File: src/rtl/wb_arbiter_pkg.sv
// Shared core definitions for the writeback arbiter: widths, limits, source
// encodings and the per-requester wait-counter update.
package wb_arbiter_pkg;

  localparam int SCOREBOARD_SIZE_WIDTH = 4;
  localparam int WB_STARVE_LIMIT       = 4;
  localparam int ALU_WB_FIFO_DEPTH     = 2;
  localparam int WB_WAIT_W             = 3;

  typedef enum logic [1:0] {
    WB_SRC_ALU = 2'd0,
    WB_SRC_MUL = 2'd1,
    WB_SRC_LSU = 2'd2
  } wb_src_e;

  typedef enum logic [2:0] {
    GNT_NONE,
    GNT_FIFO,
    GNT_ALU,
    GNT_MUL,
    GNT_LSU
  } grant_e;

  typedef struct packed {
    logic [SCOREBOARD_SIZE_WIDTH-1:0] sid;
    logic [4:0]                       rd;
    logic [63:0]                      value;
  } wb_payload_t;

  // Wait counter saturates at the starvation limit and clears on grant or idle.
  function automatic logic [WB_WAIT_W-1:0] next_wait(input logic valid,
                                                     input logic granted,
                                                     input logic [WB_WAIT_W-1:0] cur);
    if (!valid || granted) return '0;
    if (cur == WB_WAIT_W'(WB_STARVE_LIMIT)) return cur;
    return cur + WB_WAIT_W'(1);
  endfunction

endpackage

File: src/rtl/wb_skid_fifo.sv
// Small circular FIFO that parks ALU results the writeback port could not
// take in their arrival cycle.
module wb_skid_fifo #(
  parameter int WIDTH = 8,
  parameter int DEPTH = 2
) (
  input  logic                         clk,
  input  logic                         rst_n,
  input  logic                         push,
  input  logic [WIDTH-1:0]             push_data,
  input  logic                         pop,
  output logic [WIDTH-1:0]             head,
  output logic [$clog2(DEPTH+1)-1:0]   count,
  output logic                         full,
  output logic                         empty
);

  localparam int PTR_W = (DEPTH > 1) ? $clog2(DEPTH) : 1;
  localparam int CNT_W = $clog2(DEPTH + 1);

  logic [WIDTH-1:0] mem [DEPTH];
  logic [PTR_W-1:0] wr_ptr;
  logic [PTR_W-1:0] rd_ptr;
  logic             do_push;
  logic             do_pop;

  function automatic logic [PTR_W-1:0] inc_ptr(input logic [PTR_W-1:0] p);
    return (p == PTR_W'(DEPTH - 1)) ? '0 : p + PTR_W'(1);
  endfunction

  assign empty   = (count == '0);
  assign full    = (count == CNT_W'(DEPTH));
  assign head    = mem[rd_ptr];
  assign do_pop  = pop && !empty;
  assign do_push = push && (!full || do_pop);

  // NOTE: storage has no reset; count alone decides which entries are live.
  always_ff @(posedge clk) begin
    if (do_push) mem[wr_ptr] <= push_data;
  end

  // NOTE: sequential state uses non-blocking assignments so every flop samples pre-edge values.
  always_ff @(posedge clk or negedge rst_n) begin
    if (!rst_n) begin
      wr_ptr <= '0;
      rd_ptr <= '0;
      count  <= '0;
    end else begin
      if (do_push) wr_ptr <= inc_ptr(wr_ptr);
      if (do_pop)  rd_ptr <= inc_ptr(rd_ptr);
      if (do_push && !do_pop)      count <= count + CNT_W'(1);
      else if (do_pop && !do_push) count <= count - CNT_W'(1);
    end
  end

endmodule

File: src/rtl/wb_arbiter.sv
// Writeback arbiter: merges ALU, MUL and LSU results onto one registered
// writeback port with starvation protection and an ALU skid FIFO.
module wb_arbiter
  import wb_arbiter_pkg::*;
(
  input  logic                             clk,
  input  logic                             rst_n,
  input  logic                             alu_valid_i,
  input  logic [SCOREBOARD_SIZE_WIDTH-1:0] alu_sid_i,
  input  logic [4:0]                       alu_rd_i,
  input  logic [63:0]                      alu_value_i,
  output logic                             alu_stall_o,
  input  logic                             mul_valid_i,
  input  logic [SCOREBOARD_SIZE_WIDTH-1:0] mul_sid_i,
  input  logic [4:0]                       mul_rd_i,
  input  logic [63:0]                      mul_value_i,
  output logic                             mul_ready_o,
  input  logic                             lsu_valid_i,
  input  logic [SCOREBOARD_SIZE_WIDTH-1:0] lsu_sid_i,
  input  logic [4:0]                       lsu_rd_i,
  input  logic [63:0]                      lsu_value_i,
  output logic                             lsu_ready_o,
  output logic                             wb_valid_o,
  output logic [SCOREBOARD_SIZE_WIDTH-1:0] wb_sid_o,
  output logic [4:0]                       wb_rd_o,
  output logic [63:0]                      wb_value_o,
  output logic [1:0]                       wb_src_o
);

  localparam int CNT_W = $clog2(ALU_WB_FIFO_DEPTH + 1);

  wb_payload_t          alu_in;
  wb_payload_t          mul_in;
  wb_payload_t          lsu_in;
  wb_payload_t          fifo_head;
  wb_payload_t          sel;
  wb_src_e              sel_src;
  grant_e               grant;
  logic [CNT_W-1:0]     fifo_count;
  logic                 fifo_full;
  logic                 fifo_empty;
  logic                 fifo_push;
  logic                 fifo_pop;
  logic [WB_WAIT_W-1:0] mul_wait;
  logic [WB_WAIT_W-1:0] lsu_wait;
  logic                 mul_starved;
  logic                 lsu_starved;
  logic                 rr;
  logic                 run;

  assign alu_in = '{sid: alu_sid_i, rd: alu_rd_i, value: alu_value_i};
  assign mul_in = '{sid: mul_sid_i, rd: mul_rd_i, value: mul_value_i};
  assign lsu_in = '{sid: lsu_sid_i, rd: lsu_rd_i, value: lsu_value_i};

  assign mul_starved = mul_valid_i && (mul_wait == WB_WAIT_W'(WB_STARVE_LIMIT));
  assign lsu_starved = lsu_valid_i && (lsu_wait == WB_WAIT_W'(WB_STARVE_LIMIT));

  // run holds off grants for the first cycle after reset release.
  always_comb begin
    grant = GNT_NONE;
    if (!run)                             grant = GNT_NONE;
    else if (mul_starved && lsu_starved)  grant = rr ? GNT_LSU : GNT_MUL;
    else if (mul_starved)                 grant = GNT_MUL;
    else if (lsu_starved)                 grant = GNT_LSU;
    else if (!fifo_empty)                 grant = GNT_FIFO;
    else if (alu_valid_i)                 grant = GNT_ALU;
    else if (mul_valid_i && lsu_valid_i)  grant = rr ? GNT_LSU : GNT_MUL;
    else if (mul_valid_i)                 grant = GNT_MUL;
    else if (lsu_valid_i)                 grant = GNT_LSU;
  end

  // NOTE: every output of a combinational block gets a default first so no latch is inferred.
  always_comb begin
    sel     = '0;
    sel_src = WB_SRC_ALU;
    case (grant)
      GNT_FIFO: sel = fifo_head;
      GNT_ALU:  sel = alu_in;
      GNT_MUL:  begin sel = mul_in; sel_src = WB_SRC_MUL; end
      GNT_LSU:  begin sel = lsu_in; sel_src = WB_SRC_LSU; end
      default:  ;
    endcase
  end

  assign mul_ready_o = (grant == GNT_MUL);
  assign lsu_ready_o = (grant == GNT_LSU);
  assign fifo_push   = alu_valid_i && (grant != GNT_ALU);
  assign fifo_pop    = (grant == GNT_FIFO);
  assign alu_stall_o = (fifo_count != '0);

  wb_skid_fifo #(
    .WIDTH($bits(wb_payload_t)),
    .DEPTH(ALU_WB_FIFO_DEPTH)
  ) u_alu_fifo (
    .clk       (clk),
    .rst_n     (rst_n),
    .push      (fifo_push),
    .push_data (alu_in),
    .pop       (fifo_pop),
    .head      (fifo_head),
    .count     (fifo_count),
    .full      (fifo_full),
    .empty     (fifo_empty)
  );

  always_ff @(posedge clk or negedge rst_n) begin
    if (!rst_n) begin
      run        <= 1'b0;
      rr         <= 1'b0;
      mul_wait   <= '0;
      lsu_wait   <= '0;
      wb_valid_o <= 1'b0;
      wb_sid_o   <= '0;
      wb_rd_o    <= '0;
      wb_value_o <= '0;
      wb_src_o   <= '0;
    end else begin
      run      <= 1'b1;
      mul_wait <= next_wait(mul_valid_i, grant == GNT_MUL, mul_wait);
      lsu_wait <= next_wait(lsu_valid_i, grant == GNT_LSU, lsu_wait);
      if (grant == GNT_MUL)      rr <= 1'b1;
      else if (grant == GNT_LSU) rr <= 1'b0;
      // Payload holds its last value when nothing is granted.
      if (grant != GNT_NONE) begin
        wb_valid_o <= 1'b1;
        wb_sid_o   <= sel.sid;
        wb_rd_o    <= sel.rd;
        wb_value_o <= sel.value;
        wb_src_o   <= sel_src;
      end else begin
        wb_valid_o <= 1'b0;
      end
    end
  end

endmodule
File: config.mk
export PLATFORM = sky130hd
export DESIGN_NAME = wb_arbiter
export DESIGN_NICKNAME = d
export VERILOG_FILES = /design/src/rtl/wb_arbiter_pkg.sv /design/src/rtl/wb_skid_fifo.sv /design/src/rtl/wb_arbiter.sv
export SDC_FILE = /design/constraint.sdc
export NUM_CORES = 1
export LEC_CHECK = 0
export CAP_MARGIN = 20
export CORE_MARGIN = 10
export CORE_UTILIZATION = 30
export CTS_CLUSTER_DIAMETER = 30
export DETAILED_ROUTE_END_ITERATION = 12
export GPL_TIMING_DRIVEN = 0
export PLACE_DENSITY = 0.66
export SYNTH_ARGS = -nofsm -noshare
export SYNTH_HDL_FRONTEND = slang
export SYNTH_SLANG_ARGS = --single-unit
export TNS_END_PERCENT = 30
File: constraint.sdc
create_clock -name clk -period 10.45 [get_ports clk]
set_input_delay 1.045 -clock clk [delete_from_list [all_inputs] [get_ports clk]]
set_output_delay 1.045 -clock clk [all_outputs]
set_load 0.05 [all_outputs]
# == After elaboration in Yosys (flattened, before gate mapping) ==
# Memory sizes are Yosys's and may differ from the RTL's.
# Cells that the tools add are included.
# W data, S select, Z words.
# totals
register_bits,88
mem_bits_rw,146
in_bits,224
output_inout_bits,79
word_cells,87
n_memories,1
# classes
add_sub_neg,6
n_eq_ne,10
mux,35
reduce_logical,23
# mem_list
memory,words,word_bits,rd,rd_clocked_by_memory_dff,write_ports,line_no,rtl
u_alu_fifo.mem,2,73,1,0,1,wb_skid_fifo.sv:21,logic [WIDTH-1:0] mem [DEPTH];
# op_table
op,count
$pmux W73 S4,1
$mux W3,18
$mux W1,13
$eq A3 B3 Y1 const B,3
$logic_and A1 B1 Y1,9
$add A3 B1 Y3 const B,2
$eq A3 B2 Y1 const B,2
$logic_not A1 Y1,6
$ne A3 B3 Y1 const B,2
$reduce_bool A2 Y1,3
$mux W2,2
$pmux W2 S2,1
$eq A3 B1 Y1 const B,1
$logic_or A1 B1 Y1,3
$ne A3 B2 Y1 const B,1
$reduce_bool A3 Y1,1
$add A1 B1 Y1 const B,2
$add A2 B1 Y2 const B,1
$eq A2 B2 Y1 const B,1
$logic_not A2 Y1,1
$sub A2 B1 Y2 const B,1

# == Depth between registers and ports, before layout ==
# logic_depth
ltp_word,17
mapped_depth,13
depth_no_buf,11

# == Hierarchy ==
# Synthesis repeated with hierarchy kept, for this count alone.
# unflattened
cells_unflattened,734
area_unflattened_um2,11284.6
# modules_own_cells
mod,n_inst,cells_each,area_per_inst_um2,seq_area_each_um2
wb_skid_fifo,1,247,5725.5,4484.3
wb_arbiter,1,487,5559.1,2102.0

# == Least setup slack after synthesis ==
# No wires, ideal clock.
# synth_timing
kind,input port to flip-flop
from,input port lsu_valid_i
to,memory u_alu_fifo.mem[1][0] (netlist bit) (enable)
setup_ns,0.594
t_arrival_ns,7.100
t_required_ns,9.856
path_slack_ns,2.756
stages,7
n_path_buf,2
path_cell_list,nand2_1 > a21oi_1 > a2bb2oi_1 > clkbuf_1 > buf_2 > a21oi_1 > nor3_1
# synth_between
elab_chain_len,15
elab_cells_between_ends,20
cone_classes,eq/ne: 2; mux: 11; reduce/logical: 7
# synth_lines
element,line_no,rtl
"start, declared",wb_arbiter.sv:18,"input logic lsu_valid_i,"
$mux W3,wb_arbiter.sv:69,else if (lsu_valid_i) grant = GNT_LSU;
$mux W3,wb_arbiter.sv:68,else if (mul_valid_i) grant = GNT_MUL;
$mux W3,wb_arbiter.sv:67,else if (mul_valid_i && lsu_valid_i) grant = rr ? GNT_LSU : GNT_MUL;
$mux W3,wb_arbiter.sv:66,else if (alu_valid_i) grant = GNT_ALU;
$mux W3,wb_arbiter.sv:65,else if (!fifo_empty) grant = GNT_FIFO;
$mux W3,wb_arbiter.sv:64,else if (lsu_starved) grant = GNT_LSU;
$mux W3,wb_arbiter.sv:63,else if (mul_starved) grant = GNT_MUL;
$mux W3 *,wb_arbiter.sv:62,else if (mul_starved && lsu_starved) grant = rr ? GNT_LSU : GNT_MUL;
$mux W3 *,wb_arbiter.sv:61,if (!run) grant = GNT_NONE;
$eq A3 B1 Y1,wb_arbiter.sv:88,assign fifo_pop = (grant == GNT_FIFO);
$logic_and A1 B1 Y1,wb_skid_fifo.sv:34,assign do_pop = pop && !empty;
$logic_or A1 B1 Y1,wb_skid_fifo.sv:35,assign do_push = push && (!full || do_pop);
$logic_and A1 B1 Y1 *,wb_skid_fifo.sv:35,
$mux W1 *,wb_skid_fifo.sv:39,if (do_push) mem[wr_ptr] <= push_data;
$mux W1 (not written as such) *,wb_skid_fifo.sv:39,
"end, declared",wb_skid_fifo.sv:21,
# Mark *: on every way between the ends. The rest lies on a longest branch, timed or not.

# == Worst setup path after layout ==
# layout_timing
from,input port lsu_valid_i
to,output port mul_ready_o
# layout_between
elab_chain_len,10
elab_cells_between_ends,13
cone_classes,eq/ne: 1; mux: 9; reduce/logical: 3
# layout_lines
element,line_no,rtl
$mux W3,wb_arbiter.sv:69,
$mux W3,wb_arbiter.sv:68,
$mux W3,wb_arbiter.sv:67,
$mux W3,wb_arbiter.sv:66,
$mux W3,wb_arbiter.sv:65,
$mux W3,wb_arbiter.sv:64,
$mux W3,wb_arbiter.sv:63,
$mux W3 *,wb_arbiter.sv:62,
$mux W3 *,wb_arbiter.sv:61,
$eq A3 B2 Y1 *,wb_arbiter.sv:85,assign mul_ready_o = (grant == GNT_MUL);
"end, declared",wb_arbiter.sv:17,"output logic mul_ready_o,"
# Marks and branches as above.

==> summary.txt <==
STA
  – Final Skew: 0.0173 ns
  – Setup-failing EPs final: 0
  – RSZ-0062 raised after global routing: false
  – Minimum clock period: 4.91 ns
  – Rel. slew slack: 0.338
  – Setup tns final: 0 ns
  – Final Max Tran Viols: 0
  – Tightest Pin Transition: 0.994 ns
  – Fmax: 204 MHz
  – Period utilisation layout: 0.470
  – Hold violation count in the final report: 0

Yosys
  – Number of synthesized flops with an enable pin: about 150
  – Top-area cell type share of the netlist area: 0.412
  – Seq/Total Area, Yosys: 0.619
  – Synthesized flop and latch total: 234
  – Synth unique cells: 36
  – Syn Area/Cell: 14.6 sq um
  – Ys async rst share: 0.376
  – Commonest cells post-synth: edfxtp_1 (146), dfrtp_1 (88), inv_1 (82)
  – Primary FF master, synth: edfxtp_1
  – Synthesized Nets: 956
  – Synth Cell Area: 0.0106 sq mm
  – Synth Instances: slightly above 700
  – YS warnings: 0
  – Most numerous cell in the Yosys netlist: edfxtp_1
  – Top post-synthesis cells by area: edfxtp_1 (41%), dfrtp_1 (21%), mux2_2 (7.7%)
  – Area leader, netlist: edfxtp_1

Job
  – Max Cap Viol: 0

Global route
  – Total global routing track utilization: 0.158
  – First-pass GRT wire length: 53.7 mm
  – Largest net degree at the start of global routing: 50
  – Initial antenna violation count: 2
  – Vias in the first global route: around 8600
  – Grt ovf: 0

Drt
  – DR iter-0 viols: 316
  – Drt via density: 4.85
  – Vias: 7815
  – Wire length per cell: 21.9 um
  – Drt pass-1 iters: 4
  – Antenna Nets Post-Route: 0
  – DRC violation count after routing: 0
  – Detailed Route WL: 35.2 mm

Floorplan
  – Horiz. Die Dim: approximately 210 um
  – Number of cell rows: 68
  – Core box area: between 0.03 and 0.04 sq mm
  – Starting Density: 0.306
  – Ports: 303
  – Die area: about 0.043 sq mm
  – Die H: 208 um

Setup path
  – Critical path's slowest cell: clkdlybuf4s50_1
  – Crit path largest cell delay: 0.72 ns
  – Cell family with most CP delay: buffers and inverters
  – CP arrival: 3.87 ns
  – Critical path buffer and inverter count: 4
  – Req. time, crit path: 9.41 ns
  – Cell breakdown of the critical path: clkdlybuf4s50_1, nand2_1, a21oi_1, a2bb2oi_1, clkbuf_1, buf_2, nor2_1, clkdlybuf4s50_1
  – Crit start category: input port
  – Crit Path Max Fanout: 10
  – Crit Path Category: in -> out
  – Cell mode on critical path: clkdlybuf4s50_1
  – Crit. End Element: primary output

Place
  – Final Wtd Congestion: 0.802
  – # port buffers: ~300
  – Placed insts: around 1500
  – Dpl hpwl: between 20 and 25 mm

Clock network
  – Clk pin slew, worst setup/hold paths: about 0.040 ns
  – H-tree lvl count: 2
  – Resized cells post-CTS: 0
  – Clk root buf: clkbuf_16
  – Longest Clk Path Bufs: 3
  – Num Clock Sinks: ~230
  – TritonCTS Buffers: 60
  – Postcts setup bufs: 0
  – CTS tree: built
  – Clk_lat worst skew: between 0.5 and 0.6 ns
  – Hold buffer count at cts: 0

Layout
  – Area delta synth->final: 56.4%
  – Finished Layout Cells: roughly 1600
  – Final core utilization: 0.478
  – # fillers: 3029
  – Nets: 1331
  – Layout cells sized above 1: 0.233

Power and ir drop
  – Peak supply drop: between 0.0002 and 0.00025 V
  – Total Power: 5.50 mW
  – Leak: 6.65 nW
  – Pwr dens: approximately 330 mW/mm^2

Hold path
  – Hold crit path type: in -> async

Outcome
  – Status: completed
==> power by group <==
part           total (mW)  switching [mW]  internal [mW]
Clock                2.02           0.560           1.46
Sequential           1.43           0.119           1.31
Combinational        2.06            1.25          0.805
Total                5.50            1.93           3.57
==> layout by cell type, fill, tap and decap left out, types with 4 or more instances in the layout <==
| cell type | instances |
|---|---|
| o221ai_2 | 50 |
| nor2_1 | 12 |
| dfrtp_1 | 88 |
| clkbuf_8 | 7 |
| mux2_2 | 73 |
| clkinv_1 | 5 |
| ha_1 | 5 |
| inv_1 | 82 |
| bufinv_16 | 15 |
| xnor2_1 | 4 |
| clkinvlp_4 | 4 |
| a21oi_1 | 5 |
| nand3_1 | 5 |
| buf_2 | 19 |
| a22oi_1 | 73 |
| o221ai_1 | 23 |
| edfxtp_1 | 146 |
| buf_6 | 12 |
| mux2i_1 | 73 |
| buf_1 | 7 |
| nand2_1 | 11 |
| clkbuf_1 | 21 |
| clkdlybuf4s50_1 | 301 |
| clkbuf_16 | 60 |
| clkinv_2 | 12 |
==> final timing paths <==
check / start / endpoint / slack (ns) / cells past startpoint
setup reg to reg: lsu_wait[0] / u_alu_fifo.mem[1][18] / 6.09 / 12
setup / recovery: lsu_valid_i / mul_ready_o / 5.54 / 8
min in group clk: wb_src_o[0] / wb_src_o[0] / 0.52 / 2
hold / removal: rst_n / wb_value_o[22] / 0.48 / 1
max in group asynchronous: rst_n / mul_wait[1] / 9.22 / 2
hold reg to reg: wb_src_o[0] / wb_src_o[0] / 0.52 / 2
==> worst register-to-register path: cells and delay by family (launching register included) <==
kind	cells	cell delay [ns]
and+or+nand+nor	2	1.03
buffers and inverters	6	1.92
AOI/OAI and AO/OA	3	0.52
adders and majority gates	1	0.22
DFF	1	0.40
==> logic make-up after synthesis <==
logic type / count (synthesis) / share of synthesized area
adder cells (fa/ha/maj): 5 / 0.00588
multiplexers: 146 / 0.146
AO/OA/AOI/OAI: 163 / 0.152
buffers and inverters: 131 / 0.0531
other: 1 / 0.000353
XOR/XNOR: 6 / 0.00494
AND/OR/NAND/NOR: 41 / 0.0179
flip-flops: 234 / 0.619
==> registers in the layout, indices dropped and copies added, names as in the netlist <==
signal             flops
lsu_wait               3
mul_wait               3
rr                     1
run                    1
u_alu_fifo.count       2
u_alu_fifo.mem       146
u_alu_fifo.rd_ptr      1
u_alu_fifo.wr_ptr      1
wb_rd_o                5
wb_sid_o               4
wb_src_o               2
wb_valid_o             1
wb_value_o            64
==> routing by layer <==
layer,GRT usage,vias to the layer above,share of wire
met5,0,-,0.00037
met4,0.0451,2,0.019
met3,0.0587,57,0.074
met2,0.263,275,0.49
met1,0.187,3887,0.42
li1,-,3594,-
==> layout make-up <==
type                       count  area [sq um]  share of cell area
clock buffer                  72          1620              0.0972
clock inverter                41           611              0.0367
multi-input combinational    362          3490               0.210
sequential                   234          6590               0.396
buffer                        49           256              0.0154
tap                          455           569              0.0342
timing repair buffer         313          3180               0.191
inverter                      82           308              0.0185
antenna                        2          5.00            0.000301
==> through the flow <==
stage / instance area (sq um) / setup WS [ns] / hold WS (ns)
6_report: 16600 / 5.54 / 0.481
3_5_place_dp: 14400 / 5.04 / 0.511
4_1_cts: 16600 / 5.46 / 0.486
2_1_floorplan: 10600 / 2.76 / 0.485
5_1_grt: 16600 / 5.34 / 0.489
3_3_place_gp: 14200 / -2.73 / 0.503
Power figures use the tool's default switching activity.
